==> config.mk <==
export PLATFORM = sky130hd
export DESIGN_NAME = mux_n_hs_reg
export DESIGN_NICKNAME = d
export VERILOG_FILES = /design/src/rtl/mux_n_hs_reg.sv
export SDC_FILE = /design/constraint.sdc
export NUM_CORES = 1
export LEC_CHECK = 0
export BUFFER_PORTS_ARGS = -buffer_cell sky130_fd_sc_hd__buf_4
export CORE_AREA = 2 2 109 111
export CTS_BUF_LIST = sky130_fd_sc_hd__clkbuf_4
export DETAILED_ROUTE_END_ITERATION = 6
export DIE_AREA = 0 0 111 113
export MAX_ROUTING_LAYER = met4
export PLACE_DENSITY = 0.94
export SYNTH_ARGS = -nofsm -noshare
export SYNTH_HDL_FRONTEND = slang
export SYNTH_SLANG_ARGS = --single-unit
export TNS_END_PERCENT = 50
==> constraint.sdc <==
create_clock -name clk -period 14.7 [get_ports clk]
set_clock_uncertainty 0.05 [all_clocks]
set_input_delay 0 -clock clk [delete_from_list [all_inputs] [get_ports clk]]
set_output_delay 0 -clock clk [all_outputs]
set_load 0.01 [all_outputs]
==> src/rtl/mux_n_hs_reg.sv <==
// N-input, W-bit registered selector with valid/ready handshake.
// Channels are chosen by a fixed index (mode 0) or round-robin arbitration (mode 1).
module mux_n_hs_reg #(
    parameter int unsigned           WIDTH       = 32,
    parameter int unsigned           N_IN        = 7,
    parameter int unsigned           SEL_W       = 3,
    parameter logic [WIDTH-1:0]      DEFAULT_VAL = '0
) (
    input  logic                     clk,
    input  logic                     reset_n,
    input  logic [N_IN*WIDTH-1:0]    in_bus,
    input  logic [N_IN-1:0]          in_valid,
    output logic [N_IN-1:0]          in_ready,
    input  logic [SEL_W-1:0]         seletor,
    input  logic                     mode,
    output logic [WIDTH-1:0]         out_data,
    output logic                     out_valid,
    input  logic                     out_ready,
    output logic                     sel_err,
    output logic [SEL_W-1:0]         grant_idx
);

    localparam int unsigned LAST_CH = N_IN - 1;

    logic [SEL_W-1:0] ptr;
    logic             sel_ok;
    logic             load_en;
    logic             take;
    logic             fix_vld;
    logic [SEL_W-1:0] fix_idx;
    logic             rr_vld;
    logic [SEL_W-1:0] rr_idx;
    logic             chosen_vld;
    logic [SEL_W-1:0] chosen;
    logic [WIDTH-1:0] chosen_data;

    // Modulo-N_IN wrap for a scan position that is at most 2*N_IN-1.
    function automatic int unsigned wrap_idx(input int unsigned v);
        return (v >= N_IN) ? (v - N_IN) : v;
    endfunction

    assign sel_ok  = 32'(seletor) < N_IN;
    assign load_en = !out_valid || out_ready;

    // Fixed-select candidate: only a valid, in-range channel qualifies.
    always_comb begin
        fix_vld = 1'b0;
        fix_idx = '0;
        for (int unsigned i = 0; i < N_IN; i++) begin
            if (sel_ok && (seletor == SEL_W'(i)) && in_valid[i]) begin
                fix_vld = 1'b1;
                fix_idx = SEL_W'(i);
            end
        end
    end

    // Round-robin candidate: first valid channel scanning from ptr+1 upward.
    always_comb begin
        rr_vld = 1'b0;
        rr_idx = '0;
        for (int unsigned k = 1; k <= N_IN; k++) begin
            for (int unsigned i = 0; i < N_IN; i++) begin
                if (!rr_vld && (i == wrap_idx(32'(ptr) + k)) && in_valid[i]) begin
                    rr_vld = 1'b1;
                    rr_idx = SEL_W'(i);
                end
            end
        end
    end

    assign chosen_vld = mode ? rr_vld : fix_vld;
    assign chosen     = mode ? rr_idx : fix_idx;
    assign take       = reset_n && load_en && chosen_vld;

    // One-hot accept strobe and data mux for the chosen channel.
    always_comb begin
        in_ready    = '0;
        chosen_data = '0;
        for (int unsigned i = 0; i < N_IN; i++) begin
            if (chosen == SEL_W'(i)) begin
                in_ready[i] = take;
                chosen_data = in_bus[i*WIDTH +: WIDTH];
            end
        end
    end

    // Output slot, error flag and arbitration pointer.
    always_ff @(posedge clk or negedge reset_n) begin
        if (!reset_n) begin
            out_data  <= DEFAULT_VAL;
            out_valid <= 1'b0;
            sel_err   <= 1'b0;
            grant_idx <= '0;
            ptr       <= SEL_W'(LAST_CH);
        end else begin
            sel_err <= !mode && !sel_ok;
            if (take) begin
                out_data  <= chosen_data;
                grant_idx <= chosen;
                out_valid <= 1'b1;
                if (mode) begin
                    ptr <= chosen;
                end
            end else if (out_ready) begin
                out_valid <= 1'b0;
            end
        end
    end

endmodule
; Word-level counts from Yosys, hierarchy flattened
; Cells that the tools add are included.
[classes]
n_eq_ne = 54
add_sub_neg = 14
magnitude_cmp = 8
mux = 135
n_reduce_logical = 177
[op_table]
columns = op, count
row1 = $eq 3x32->1 const A, 21
row2 = $eq 2x32->1 const A, 14
row3 = $mux 32, 14
row4 = $eq 1x32->1 const A, 7
row5 = $logic_not 32->1, 7
row6 = $mux 3, 53
row7 = $logic_and 1x1->1, 114
row8 = $mux 1, 68
row9 = $logic_not 1->1, 51
row10 = $sub 4x3->5 const B, 7
row11 = $ge 4x3->1 const B, 7
row12 = $eq 3x3->1 const B, 6
row13 = $add 3x3->4 const B, 4
row14 = $eq 3x2->1 const B, 4
row15 = $add 3x2->4 const B, 2
row16 = $eq 3x1->1 const B, 2
row17 = $logic_not 3->1, 2
row18 = $add 3x1->4 const B, 1
row19 = $lt 3x3->1 const B, 1
row20 = $reduce_and 2->1, 1
row21 = $reduce_bool 2->1, 1
row22 = $logic_or 1x1->1, 1
[totals]
regBits = 40
word_cells = 393
output_inout_bits = 44
input_bits = 238

; Longest topological paths before layout
[depth]
depth_word = 207
mapped_depth = 21
ltp_nobuf = 16

; Worst setup path after synthesis
; Ideal clock, no wire load.
[synth_path]
path_kind = reg-to-reg
from = register ptr[1]
to = register out_data[10]
stages_incl_launch_ff = 18
required_time_ns = 14.527
setup_time_ns = 0.123
slack_ns = 9.962
arrival_time_ns = 4.566
synth_period_minus_slack_ns = 4.738
path_buffers = 3
cell_sequence = dfstp_2 > clkbuf_1 > inv_1 > ha_1 > fa_1 > and3_1 > a22o_1 > a2111oi_1 > nand3_1 > o41ai_1 > a211oi_1 > a21oi_2 > buf_2 > nor2_2 > buf_2 > a222oi_1 > nand3_1 > o221a_2
[synth_between]
elab_chain_len = 207
word_cells_on_any_way = 336
classes_between = add/sub: 14 / order compare: 7 / eq/ne: 48 / mux: 113 / reduce/logical: 154
[synth_lines]
columns = element, line
row1 = from (decl), 25  ; logic [SEL_W-1:0] ptr;
row2 = from (signal assigned), 94  ; ptr <= SEL_W'(LAST_CH);
row3 = from (signal assigned), 102  ; ptr <= chosen;
row4 = $add 3x1->4, 63  ; if (!rr_vld && (i == wrap_idx(32'(ptr) + k)) && in_valid[i]) begin
row5 = $sub 4x3->5 / $ge 4x3->1 (equally long branches), 39  ; return (v >= N_IN) ? (v - N_IN) : v;
row6 = $mux 32, 39
row7 = $logic_not 32->1, 63
row8 = $logic_and 1x1->1, 63
row9 = $mux 1, 63
row10 = $logic_not 1->1, 63
row11 = $logic_and 1x1->1 (2 in series), 63
row12 = (+182 left out), n/a
row13 = $logic_and 1x1->1 (2 in series), 63
row14 = $mux 1, 63
row15 = $logic_not 1->1, 63
row16 = $logic_and 1x1->1 (2 in series), 63
row17 = $mux 3, 63
row18 = $mux 3, 72  ; assign chosen = mode ? rr_idx : fix_idx;
row19 = $logic_not 3->1, 80  ; if (chosen == SEL_W'(i)) begin
row20 = $mux 32 (7 in series), 80
row21 = to (signal assigned), 98  ; out_data <= chosen_data;
row22 = to (decl), 16  ; output logic [WIDTH-1:0] out_data,
; Several ways; a longest one is shown, not always the timed one.
; A chain may end at the register's enable or synchronous reset.

; Worst setup path in the final report
[layout_path]
from = register ptr[0]
to = register out_data[0]
; Same word-level chain as after synthesis.

==> impl_metrics.csv <==
group,metric,value,unit
floorplanning,io_pins,282,
layout,layout_cell_share_with_drive_strength_beyond_1,0.390,
critical_path,end_kind,"flip-flop",
cts,cts_root_buffer,"clkbuf_4",
placement,io_buffer_count,281,
logic_synthesis,syn-instance-count,649,
layout,area_growth,49.5,%
job,maxCapViolCount,0,
route,drt.antenna.violating_nets,0,
logic_synthesis,synthDominantAreaCellType,"dfrtp_1",
floorplanning,core-area,0.0113,mm²
power,power.net_switching,1.05,mW
timing,worst_margin_slew,1.33,ns
floorplanning,rows,39,
logic_synthesis,count_of_flip_flops_with_a_built_in_enable_after_synthesis,0,
global_routing,via_count_of_the_first_global_routing_pass,7341,
placement,place.detailed.hpwl,22.0,mm
power,power.clock.fraction,0.031,
route,drc,10,
cts,clock_sinks,40,
global_routing,grt_util_met2,0.710,
timing,final-setup-viol-count,0,
critical_path,critPathMaxStageDelay,1.02,ns
floorplanning,floorplan.initialDensity,0.482,
critical_path,critical-path-top-cell-by-count,"buf_4",
timing,fin_crit,7.62,ns
logic_synthesis,synth_nets,905,
cts,cts-htree-levels,2,
critical_path,start_kind,"flip-flop",
timing,slew-limit-headroom,0.112,
floorplanning,die_area,0.0125,mm²
hold_path,holdCritPathClass,"in2reg",
critical_path,critPathKind,"reg2reg",
global_routing,grtUsageMet3,0.145,
global_routing,grt_remaining_overflow,0,
critical_path,worst_ep_arrival_time,7.86,ns
power,swShare,0.536,
timing,worst_hold_slack,-0.0109,ns
logic_synthesis,yosys-top-cells-count,"nand2_1 (42), nand3_1 (41), dfrtp_1 (38)",
cts,clk-insertion-delay-late,0.34,ns
placement,place.gp.congestion,1.09,
logic_synthesis,yosys.area.top_type_share,0.175,
global_routing,grt_antenna_before_repair,4,
timing,setup_total_negative_slack,0,ns
floorplanning,die_h,113,µm
timing,final_min_period_over_clock_period,0.519,
logic_synthesis,postSynth.asyncResetShare,1.00,
cts,hold_buffers,60,
logic_synthesis,synthFlopType,"dfrtp_1",
power,power_leakage,3.54,nW
critical_path,timing.critical_path.required,14.94,ns
logic_synthesis,post_synth_main_area_contributors,"dfrtp_1 (18%), o221a_2 (5.4%), a222oi_1 (5.0%), mux2_2 (4.8%), a22oi_1 (4.1%)",
layout,nNetsFinal,1197,
global_routing,gr-usage-met1,0.578,
timing,rsz0062_at_grt,"no",
timing,final_hold_vio_count,2,
run_status,run_status,"complete, but fails checks",
critical_path,path_max_fanout,53,
route,routedWlPerCell,28.0,µm
critical_path,timing.critical_path.cells,"buf_4 > inv_1 > ha_1 > buf_4 > mux2_2 > a211o_1 > o41a_1 > a211o_4 > nor3_4 > nor2_1 > a41o_1 > a21oi_4 > buf_4 > and2_1 > a222oi_1 > nand3_1 > o221a_2 > dlygate4sd3_1",
run_status,failed_checks,"DRC, hold timing",
power,seq_power_share,0.116,
power,power_report.internal_total,907,µW
cts,tritoncts.num_buffers,5,
timing,timing_max_transition_violations_final,0,
cts,cts.repair_timing.setup_buffer_count,0,
cts,tritoncts,"built",
logic_synthesis,ys_seq_area_frac,0.185,
logic_synthesis,syn-mean-instance-area,8.37,µm²
critical_path,crit_slowest_cell,"and2_1",
floorplanning,chipWidth,111,µm
global_routing,globalRoute.busiestLayer,"met2",
logic_synthesis,mapped_area,0.00543,mm²
logic_synthesis,synthMostInstantiatedCell,"nand2_1",
route,initialDrtViolationCount,1501,
power,worst_ir_drop_vdd,0.172,mV
route,route.vias.total,7670,
cts,clkTransAtPathRegs,0.14,ns
power,combinationalPowerShare,0.853,
global_routing,grt_start_max_net_pins,54,
route,route.detailed.vias_per_inst,7.04,
cts,post_cts_sizing_count,0,
global_routing,grt_usage,0.471,
layout,finish.utilization,0.720,
logic_synthesis,ys_ff_latch,40,
power,pwr_density_cell,241,mW/mm²
logic_synthesis,netlist-cell-type-count,91,
timing,timing.fmax,131,MHz
global_routing,grt_pass1_wl,44.0,mm
logic_synthesis,synth_warnings,0,
route,drt_first_pass_iters,7,
cts,ctsLongestPathBuffers,2,
route,detail_route.wirelength,30.4,mm
[layout by cell type, fill, tap and decap left out, types with 6 or more instances in the layout]
master,synthesis,routed
and3_1,9,9
nor2b_1,16,16
ha_1,17,17
a211oi_1,8,8
nor3_1,11,11
a21oi_1,12,12
mux2_2,23,23
o221a_2,26,26
nand2b_1,15,15
a31oi_1,8,8
nand3b_1,7,7
nor2_1,35,35
and2_1,7,7
dlygate4sd3_1,0,60
nand4_1,6,6
inv_1,20,20
o22ai_1,11,11
mux2_1,12,12
o211ai_1,6,6
nand2_1,42,42
a222oi_1,27,27
buf_4,3,285
a22oi_1,30,30
nand3_1,41,41
a32oi_1,6,6
dfrtp_1,38,38
mux2i_1,19,19
o21ai_0,16,16
[path summary, 6_finish.rpt]
path / start / endpoint / slack (ns) / cells after the start
worst max-delay path: ptr[0] / out_data[0] / 7.08 / 18
worst min-delay path: in_bus[150] / out_data[22] / -0.01 / 4
worst max register to register: ptr[0] / out_data[0] / 7.08 / 18
worst min register to register: grant_idx[1] / grant_idx[1] / 0.50 / 2
max in group asynchronous: reset_n / out_data[2] / 14.07 / 2
min in group asynchronous: reset_n / grant_idx[1] / 0.12 / 2
[cell families after synthesis]
| kind of cell | count (synthesis) | synth area share |
|---|---|---|
| compound gates | 220 | 0.343 |
| xor+xnor | 3 | 0.00484 |
| fa+ha+maj | 18 | 0.0428 |
| buf+inv | 80 | 0.0714 |
| flops | 40 | 0.185 |
| mux | 55 | 0.112 |
| simple gates | 233 | 0.242 |
[critical path, delay by kind of cell (launching register included)]
family,cells,cell delay (ns)
AO/OA/AOI/OAI,7,1.92
multiplexers,1,0.39
AND/OR/NAND/NOR,4,1.68
buffers and inverters,5,2.23
flip-flops,1,0.35
adder cells (fa/ha/maj),1,0.87
[area by class of cell]
cell class	count	area (µm²)
Antenna cell	4	10.0
Timing Repair Buffer	345	2740
Clock buffer	5	37.5
Multi-Input combinational cell	529	4060
Clock inverter	3	18.8
Tap cell	143	179
Sequential cell	40	1000
Fill cell	849	3150
Inverter	20	75.1
[metal layers]
layer	share of wire	up-vias
li1	-	3194
met1	0.36	3603
met2	0.44	737
met3	0.15	136
met4	0.062	0
met5	0	-
[registers in the layout (all words and copies together), names as in the netlist]
name	cells
grant_idx	3
out_data	32
out_valid	1
ptr	3
sel_err	1
[power groups by stage]
stage               clock network [mW]  logic [mW]  registers (mW)
floorplan                            0        1.08           0.224
global placement                     0        1.47           0.220
detailed placement                   0        1.48           0.222
CTS                             0.0599        1.58           0.219
global route                    0.0627        1.76           0.227
finish                          0.0607        1.67           0.226
[per-stage QoR]
stage	instance area (µm²)	std cells	power [mW]	worst slack, ns
after global placement	7450	1017	1.68	8.16
after CTS	8110	1085	1.85	7.44
after floorplan	5430	649	1.30	9.96
final	8120	1089	1.96	7.08
after global routing	8120	1089	2.05	6.86
after detailed placement	7450	1017	1.70	8.00
No activity file was read; power rests on OpenSTA's default activity.
